--- src/rtl/sb_cfg_pkg.sv ---
// Shared types and field layout for the switch-box configuration controller.
// Each box uses 12 config bits: en[5:0] in bits 11:6 and dir[5:0] in bits 5:0.
package sb_cfg_pkg;
  localparam int SB_CFG_W   = 12;
  localparam int SB_DIR_W   = 6;
  localparam int SB_EN_W    = 6;
  localparam int SB_DIR_OFS = 0;
  localparam int SB_EN_OFS  = 6;

  typedef enum logic [2:0] {
    IDLE   = 3'd0,
    LOAD   = 3'd1,
    PARITY = 3'd2,
    BLANK  = 3'd3,
    APPLY  = 3'd4,
    ERR    = 3'd5
  } sb_cfg_state_t;

  function automatic int sb_cfg_total(input int num_sb);
    return num_sb * SB_CFG_W;
  endfunction
endpackage

--- src/rtl/sb_cfg_shreg.sv ---
// Shadow shift register: MSB-first serial load into the LSB, with a running
// XOR of every bit shifted in since the last clear.
module sb_cfg_shreg #(
  parameter int W = 24
) (
  input  logic         clk,
  input  logic         rst_n,
  input  logic         i_clr,
  input  logic         i_shift,
  input  logic         i_bit,
  output logic [W-1:0] o_data,
  output logic         o_par
);
  logic [W-1:0] r_data;
  logic         r_par;

  always_ff @(posedge clk or negedge rst_n) begin
    if (!rst_n) begin
      r_data <= '0;
      r_par  <= 1'b0;
    end else if (i_clr) begin
      r_data <= '0;
      r_par  <= 1'b0;
    end else if (i_shift) begin
      r_data <= {r_data[W-2:0], i_bit};
      r_par  <= r_par ^ i_bit;
    end
  end

  assign o_data = r_data;
  assign o_par  = r_par;
endmodule

--- src/rtl/sb_config_ctrl.sv ---
// Serial config loader for NUM_SB switch boxes with break-before-make apply.
// Define SB_CFG_PARITY_EN to require a trailing even-parity bit per load.
module sb_config_ctrl
  import sb_cfg_pkg::*;
#(
  parameter int NUM_SB = 4
) (
  input  logic                       clk,
  input  logic                       rst_n,
  input  logic                       start,
  input  logic                       cfg_valid,
  input  logic                       cfg_bit,
  output logic                       cfg_ready,
  output logic [NUM_SB*SB_DIR_W-1:0] sb_dir,
  output logic [NUM_SB*SB_EN_W-1:0]  sb_en,
  output logic                       busy,
  output logic                       done,
  output logic                       err
);
  localparam int TOTAL = sb_cfg_total(NUM_SB);
  localparam int CNT_W = $clog2(TOTAL + 1);
  localparam logic [CNT_W-1:0] LAST = CNT_W'(TOTAL - 1);

  sb_cfg_state_t r_state, w_state_nxt;
  logic [CNT_W-1:0]           r_cnt;
  logic [NUM_SB*SB_DIR_W-1:0] r_sb_dir, w_dir_new;
  logic [NUM_SB*SB_EN_W-1:0]  r_sb_en, w_en_new;
  logic                       r_done;
  logic [TOTAL-1:0]           w_shadow;
  logic                       w_par;
  logic                       w_xfer, w_start_ok, w_shift, w_last, w_enter_blank;

  assign cfg_ready  = (r_state == LOAD) || (r_state == PARITY);
  assign w_xfer     = cfg_valid & cfg_ready;
  assign w_start_ok = (r_state == IDLE) & start;
  assign w_shift    = w_xfer & (r_state == LOAD);
  assign w_last     = w_shift & (r_cnt == LAST);

  sb_cfg_shreg #(.W(TOTAL)) u_shreg (
    .clk     (clk),
    .rst_n   (rst_n),
    .i_clr   (w_start_ok),
    .i_shift (w_shift),
    .i_bit   (cfg_bit),
    .o_data  (w_shadow),
    .o_par   (w_par)
  );

  for (genvar k = 0; k < NUM_SB; k++) begin : g_box
    assign w_dir_new[k*SB_DIR_W +: SB_DIR_W] = w_shadow[k*SB_CFG_W + SB_DIR_OFS +: SB_DIR_W];
    assign w_en_new[k*SB_EN_W +: SB_EN_W]    = w_shadow[k*SB_CFG_W + SB_EN_OFS +: SB_EN_W];
  end

`ifdef SB_CFG_PARITY_EN
  logic w_par_ok;
  // Even parity over data plus trailing bit.
  assign w_par_ok = ~(w_par ^ cfg_bit);
`else
  logic w_unused_par;
  assign w_unused_par = w_par;
`endif

  always_comb begin
    w_state_nxt = r_state;
    case (r_state)
      IDLE:  if (start) w_state_nxt = LOAD;
      LOAD: begin
        if (w_last) begin
`ifdef SB_CFG_PARITY_EN
          w_state_nxt = PARITY;
`else
          w_state_nxt = BLANK;
`endif
        end
      end
`ifdef SB_CFG_PARITY_EN
      PARITY: if (w_xfer) w_state_nxt = w_par_ok ? BLANK : ERR;
      ERR:    w_state_nxt = IDLE;
`endif
      BLANK: w_state_nxt = APPLY;
      APPLY: w_state_nxt = IDLE;
      default: w_state_nxt = IDLE;
    endcase
  end

  // Enables drop on the edge that enters BLANK; dir is held so no buffer
  // changes direction while still driving.
  assign w_enter_blank = (w_state_nxt == BLANK) && (r_state != BLANK);

  always_ff @(posedge clk or negedge rst_n) begin
    if (!rst_n) begin
      r_state  <= IDLE;
      r_cnt    <= '0;
      r_sb_dir <= '0;
      r_sb_en  <= '0;
      r_done   <= 1'b0;
    end else begin
      r_state <= w_state_nxt;
      r_done  <= (r_state == APPLY);
      if (w_start_ok)   r_cnt <= '0;
      else if (w_shift) r_cnt <= r_cnt + CNT_W'(1);
      if (w_enter_blank)           r_sb_en <= '0;
      else if (r_state == APPLY)   r_sb_en <= w_en_new;
      if (r_state == APPLY)        r_sb_dir <= w_dir_new;
    end
  end

`ifdef SB_CFG_PARITY_EN
  logic r_err;
  always_ff @(posedge clk or negedge rst_n) begin
    if (!rst_n)                r_err <= 1'b0;
    else if (w_start_ok)       r_err <= 1'b0;
    else if (r_state == ERR)   r_err <= 1'b1;
  end
  assign err = r_err;
`else
  assign err = 1'b0;
`endif

  assign sb_dir = r_sb_dir;
  assign sb_en  = r_sb_en;
  assign busy   = (r_state != IDLE);
  assign done   = r_done;
endmodule

--- config.mk ---
export PLATFORM = sky130hd
export DESIGN_NAME = sb_config_ctrl
export DESIGN_NICKNAME = d
export VERILOG_FILES = /design/src/rtl/sb_cfg_pkg.sv /design/src/rtl/sb_cfg_shreg.sv /design/src/rtl/sb_config_ctrl.sv
export SDC_FILE = /design/constraint.sdc
export NUM_CORES = 1
export LEC_CHECK = 0
export CORE_ASPECT_RATIO = 1.75
export CORE_UTILIZATION = 58
export DETAILED_ROUTE_END_ITERATION = 10
export PLACE_DENSITY = 0.93
export SYNTH_ARGS = -nofsm -noshare
export SYNTH_HDL_FRONTEND = slang
export SYNTH_SLANG_ARGS = --single-unit
--- constraint.sdc ---
create_clock -name clk -period 3.6 [get_ports clk]
set_input_delay 0.36 -clock clk [delete_from_list [all_inputs] [get_ports clk]]
set_output_delay 0.36 -clock clk [all_outputs]
set_load 0.02 [all_outputs]
---- Yosys cells after proc, flatten, opt, wreduce, memory -nomap -nowiden ----
Index checks and enable logic that the tools add are counted.
word-level totals
  flip-flop bits (word level) ............. 106
  bits of input ports ..................... 5
cells by class
  $add $sub $neg .......................... 1
  equality and inequality tests ........... 7
  muxes and demuxes ....................... 9
  bitwise gates (word level) .............. 4
  reductions and logical operators ........ 6
operator list
  cell                   number
  $mux W48               2
  $mux W24               2
  $mux W6                2
  $eq A3 B2 Y1 const B   3
  $pmux W3 S3            1
  $add A6 B1 Y6 const B  1
  $eq A6 B6 Y1 const B   1
  $mux W3                2
  $and A1 B1 Y1          4
  $reduce_bool A2 Y1     2
  $eq A3 B1 Y1 const B   1
  $eq A3 B3 Y1 const B   1
  $logic_not A3 Y1       1
  $ne A3 B2 Y1 const B   1
  $reduce_bool A3 Y1     1
  $logic_and A1 B1 Y1    1
  $logic_or A1 B1 Y1     1

---- Longest topological paths before layout ----
  depth after elaboration ................. 10
  mapped depth ............................ 8
  depth with buffers taken out ............ 4

---- Modules after synthesis ----
A second synthesis with hierarchy kept.
unflattened totals
  cell total of the unflattened synthesis .. 413
  area, all modules ....................... 4366.7 um^2
by module, submodules not included
  module          instances  cells an instance  area an instance (um^2)  sequential area each (um^2)
  sb_config_ctrl  1          254                2364.8                   1451.4
  sb_cfg_shreg    1          159                2001.9                   1226.2

---- Worst setup path before layout ----
Ideal clock, no wire load.
  path kind ............................... flip-flop to flip-flop
  start ................................... register r_state[1]
  end ..................................... register r_sb_en[14] (netlist: sb_en[14])
  setup time .............................. 0.120 ns
  arrival time ............................ 1.439 ns
  setup slack ............................. 2.041 ns
  stages on the path, launching flop included .. 7
  buffers on the path ..................... 3
  period minus slack after synthesis ...... 1.559 ns
  cells stage by stage .................... dfrtp_1 buf_6 nand4bb_1 buf_4 nor4_4 buf_6 a21oi_1
on the way
  cells in the longest elaborated chain, start to end .. 10
  elaborated cells between the ends (all ways) .. 17
RTL lines
  what                                            RTL line                                                          RTL
  start, declared                                 sb_config_ctrl.sv:24                                              sb_cfg_state_t r_state, w_state_nxt;
  start signal, assigned                          sb_config_ctrl.sv:98                                              r_state <= w_state_nxt;
  $eq A3 B1 Y1 or $eq A3 B2 Y1 (tied branches)    sb_config_ctrl.sv:33, sb_config_ctrl.sv:36, sb_config_ctrl.sv:65
  $logic_or A1 B1 Y1                              sb_config_ctrl.sv:33                                              assign cfg_ready = (r_state == LOAD) || (r_state == PARITY);
  $and A1 B1 Y1                                   sb_config_ctrl.sv:34                                              assign w_xfer = cfg_valid & cfg_ready;
  $and A1 B1 Y1                                   sb_config_ctrl.sv:36                                              assign w_shift = w_xfer & (r_state == LOAD);
  $and A1 B1 Y1                                   sb_config_ctrl.sv:37                                              assign w_last = w_shift & (r_cnt == LAST);
  $mux W3                                         sb_config_ctrl.sv:68                                              if (w_last) begin
  $pmux W3 S3 (*)                                 sb_config_ctrl.sv:65                                              case (r_state)
  net w_state_nxt[1]                              sb_config_ctrl.sv:24
  $eq A3 B2 Y1 (*)                                sb_config_ctrl.sv:88                                              assign w_enter_blank = (w_state_nxt == BLANK) && (r_state != BLANK);
  $logic_and A1 B1 Y1 (*)                         sb_config_ctrl.sv:88
  $mux W24 or $reduce_bool A2 Y1 (tied branches)  n/a
  end signal, assigned                            sb_config_ctrl.sv:103                                             else if (r_state == APPLY) r_sb_en <= w_en_new;
  end, declared                                   sb_config_ctrl.sv:27                                              logic [NUM_SB*SB_EN_W-1:0] r_sb_en, w_en_new;
The timed path passes the listed nets; every way through them passes the cells marked *.
A chain may end at the register's enable or synchronous reset.

---- Worst setup path in the final report ----
  start ................................... register r_state[0]
  end ..................................... register r_sb_en[11] (netlist: sb_en[11])
on the way
  cells in the longest elaborated chain, start to end .. 10
  elaborated cells between the ends (all ways) .. 17
RTL lines
  what                                            RTL line
  $eq A3 B1 Y1 or $eq A3 B2 Y1 (tied branches)    sb_config_ctrl.sv:33, sb_config_ctrl.sv:36, sb_config_ctrl.sv:65
  $logic_or A1 B1 Y1                              sb_config_ctrl.sv:33
  $and A1 B1 Y1                                   sb_config_ctrl.sv:34
  $and A1 B1 Y1                                   sb_config_ctrl.sv:36
  $and A1 B1 Y1                                   sb_config_ctrl.sv:37
  $mux W3                                         sb_config_ctrl.sv:68
  $pmux W3 S3                                     sb_config_ctrl.sv:65
  $eq A3 B2 Y1                                    sb_config_ctrl.sv:88
  $logic_and A1 B1 Y1                             sb_config_ctrl.sv:88
  $mux W24 or $reduce_bool A2 Y1 (tied branches)  n/a
Several ways; a longest one is shown, not always the timed one.

==> impl_metrics.env <==
export IMPL_fill_cells=448
export IMPL_synthAdderAreaFrac_pct=0.305
export IMPL_clk_latency_ns=0.34
export IMPL_drtIter0Drc=193
export IMPL_cts_resized=0
export IMPL_p_leak_nw=2.35
export IMPL_die_area_um2=7420
export IMPL_postLayoutCoreUtil_pct=71.4
export IMPL_cts_sinks=106
export IMPL_cts_clk_slew_worst_paths_ns=0.07
export IMPL_antenna_left=0
export IMPL_grt_ovfl_total=0
export IMPL_cts_path_max_buffers=2
export IMPL_synth_seq_cells=106
export IMPL_antenna_found_initial=0
export IMPL_yosys_top_cells_count="nand2_1, dfrtp_1, a22o_1"
export IMPL_endpoint_kind="register"
export IMPL_status="finished clean"
export IMPL_setup_violations=0
export IMPL_maxCapViolCount=0
export IMPL_synth_edf_count=0
export IMPL_drt_total_wl_um=7910
export IMPL_synth_simple_gate_area_share_pct=15.0
export IMPL_path_class="reg -> reg"
export IMPL_htreeDepth=3
export IMPL_initial_core_util_pct=59.8
export IMPL_wl_per_cell_um=16.0
export IMPL_synth_nets=367
export IMPL_wl_met3_um=330
export IMPL_viasPerCell=5.73
export IMPL_synth_top_cell_by_area="dfrtp_1"
export IMPL_postCtsSetupBuffers=0
export IMPL_reg2reg_depth=5
export IMPL_min_period_ns=2.36
export IMPL_rows=40
export IMPL_required_ns=3.86
export IMPL_final_nets=410
export IMPL_synthCells=361
export IMPL_die_w_um=65.5
export IMPL_highest_layer="met4"
export IMPL_start_kind="register"
export IMPL_grt_pass1_vias=2831
export IMPL_muxShareOfSynthArea_pct=0.275
export IMPL_cts_hold_buf=0
export IMPL_synth_compound_area_share_pct=14.9
export IMPL_portBuffers=55
export IMPL_synth_top_family_by_area="simple AND/OR/NAND/NOR gates"
export IMPL_yosysTopAreaCellShare_pct=64.7
export IMPL_tightest_slew_ns=0.993
export IMPL_ir_worst_vdd_mv=0.427
export IMPL_seqCellArea_um2=2650
export IMPL_rsz0062_at_grt="no"
export IMPL_synth_most_common_cell="nand2_1"
export IMPL_dp_hpwl_um=4870
export IMPL_grt_total_usage_pct=24.5
export IMPL_finClkSkew_ns=0.00557
export IMPL_netlist_area_um2=4100
export IMPL_antenna_cells=0
export IMPL_routed_wl_met2_um=4200
export IMPL_synth_ff_type="dfrtp_1"
export IMPL_numCtsBuffers=9
export IMPL_synth_xor_area_share_pct=0.214
export IMPL_routed_via_count=2826
export IMPL_finalHoldViolCount=0
export IMPL_r2r_start="r_state[0]"
export IMPL_route_detailed_drc=0
export IMPL_grt_max_degree=84
export IMPL_routabilityCongestion=0.835
export IMPL_core_area_um2=6860
export IMPL_drive_above_1_share_pct=7.58
export IMPL_die_y_um=113
export IMPL_slew_violations=0
export IMPL_finalCritPeriodShare_pct=65.5
export IMPL_power_density_nw_per_um2=525
export IMPL_areaGrowthSynthToFinish_pct=19.4
export IMPL_grt_pass1_wl_um=13600
export IMPL_ys_warn_count=0
export IMPL_yosysUniqueCellTypes=29
export IMPL_cp_startpoint="r_state[0]"
export IMPL_hp_class="in -> async"
export IMPL_drt_first_pass_iters=7
export IMPL_pin_count=57
export IMPL_cts_tree="built"
export IMPL_async_reset_ff_share_pct=100
export IMPL_tns_ns=0
export IMPL_crit_arrival_ns=2.62
export IMPL_cts_root_buf="clkbuf_16"
export IMPL_synth_seq_area_share_pct=64.7
export IMPL_wl_met1_um=3210
export IMPL_postSynthAreaPerCell_um2=11.4
export IMPL_multi_input_area_um2=1260
export IMPL_clock_fmax_ghz=0.424
export IMPL_yosys_top_cells_area="dfrtp_1, nand2_1, a22o_1, a21oi_1, buf_6"
export IMPL_slew_headroom_pct=33.8
export IMPL_critPathMaxFanout=49
[power breakdown]
part	total (mW)	leakage [nW]	internal (mW)	switching (mW)
sequential	1.39	1.33	1.29	0.0906
combinational	0.273	0.890	0.126	0.147
clock	0.910	0.132	0.508	0.402
total	2.57	2.35	1.93	0.639
[sequential cells by signal, indices dropped and copies added (netlist names)]
register,flops
r_state,3
r_cnt,6
sb_dir,24
done,1
sb_en,24
u_shreg.o_data,48
[placed cells by master (no fill, tap or decap), types with 2 or more instances in the layout]
| cell type | netlist | routed |
|---|---|---|
| a21oi_1 | 24 | 24 |
| a21oi_2 | 4 | 4 |
| a22o_1 | 49 | 49 |
| buf_4 | 4 | 6 |
| clkbuf_1 | 7 | 2 |
| clkbuf_16 | 0 | 9 |
| clkbuf_8 | 0 | 2 |
| clkdlybuf4s50_1 | 0 | 54 |
| clkinvlp_4 | 0 | 2 |
| dfrtp_1 | 106 | 106 |
| nand2_1 | 122 | 122 |
| nand3_1 | 2 | 2 |
| nor2_1 | 3 | 3 |
| o21ai_0 | 2 | 2 |
| o31ai_1 | 2 | 2 |
| or3_1 | 3 | 3 |
| or4_1 | 2 | 2 |
[metal layers]
layer	global-route usage (%)	vias up
met1	31.3	1438
met3	6.25	14
met2	39.0	70
met5	0	-
li1	-	1304
met4	11.2	0
[worst paths after layout]
| path | slack, ns | to |
|---|---|---|
| setup / recovery | 1.24 | sb_en[11] |
| hold / removal | 0.18 | r_state[2] |
| setup reg to reg | 1.24 | sb_en[11] |
| hold reg to reg | 0.47 | sb_dir[3] |
| max in group asynchronous | 2.52 | u_shreg.o_data[2] |
| min in group clk | 0.47 | sb_dir[3] |
[through the flow]
step / std cells / setup WS [ns] / power, mW / hold WS, ns / instance area [um^2]
finish: 493 / 1.24 / 2.57 / 0.180 / 4890
detailed placement: 477 / 1.25 / 1.67 / 0.462 / 4610
floorplan: 361 / 2.04 / 1.55 / 0.0644 / 4100
global route: 493 / 1.10 / 2.68 / 0.267 / 4890
global placement: 477 / 1.34 / 1.65 / 0.461 / 4610
CTS: 493 / 1.22 / 2.59 / 0.216 / 4890
[layout make-up]
cell class              instances  share of cell area [%]
well taps                      84                    2.15
inverters                       2                   0.153
multi-input cells             225                    25.7
clock buffers                  13                    5.32
clock inverters                 3                   0.486
flip-flops and latches        106                    54.2
repair buffers                 60                    12.0
[worst max-delay path, stage by stage (launching register included)]
cell,delay (ns)
dfrtp_1,0.48
or3b_2,0.49
buf_4,0.29
inv_2,0.64
nand2_1,0.15
a21oi_1,0.19
[cell families after synthesis]
family,count (synthesis)
and+or+nand+nor,140
buffers and inverters,30
adders and majority gates,1
AOI/OAI and AO/OA,81
DFF,106
xor gates and xnor gates,1
other,1
muxes,1
(Power assumes the default switching activity.)
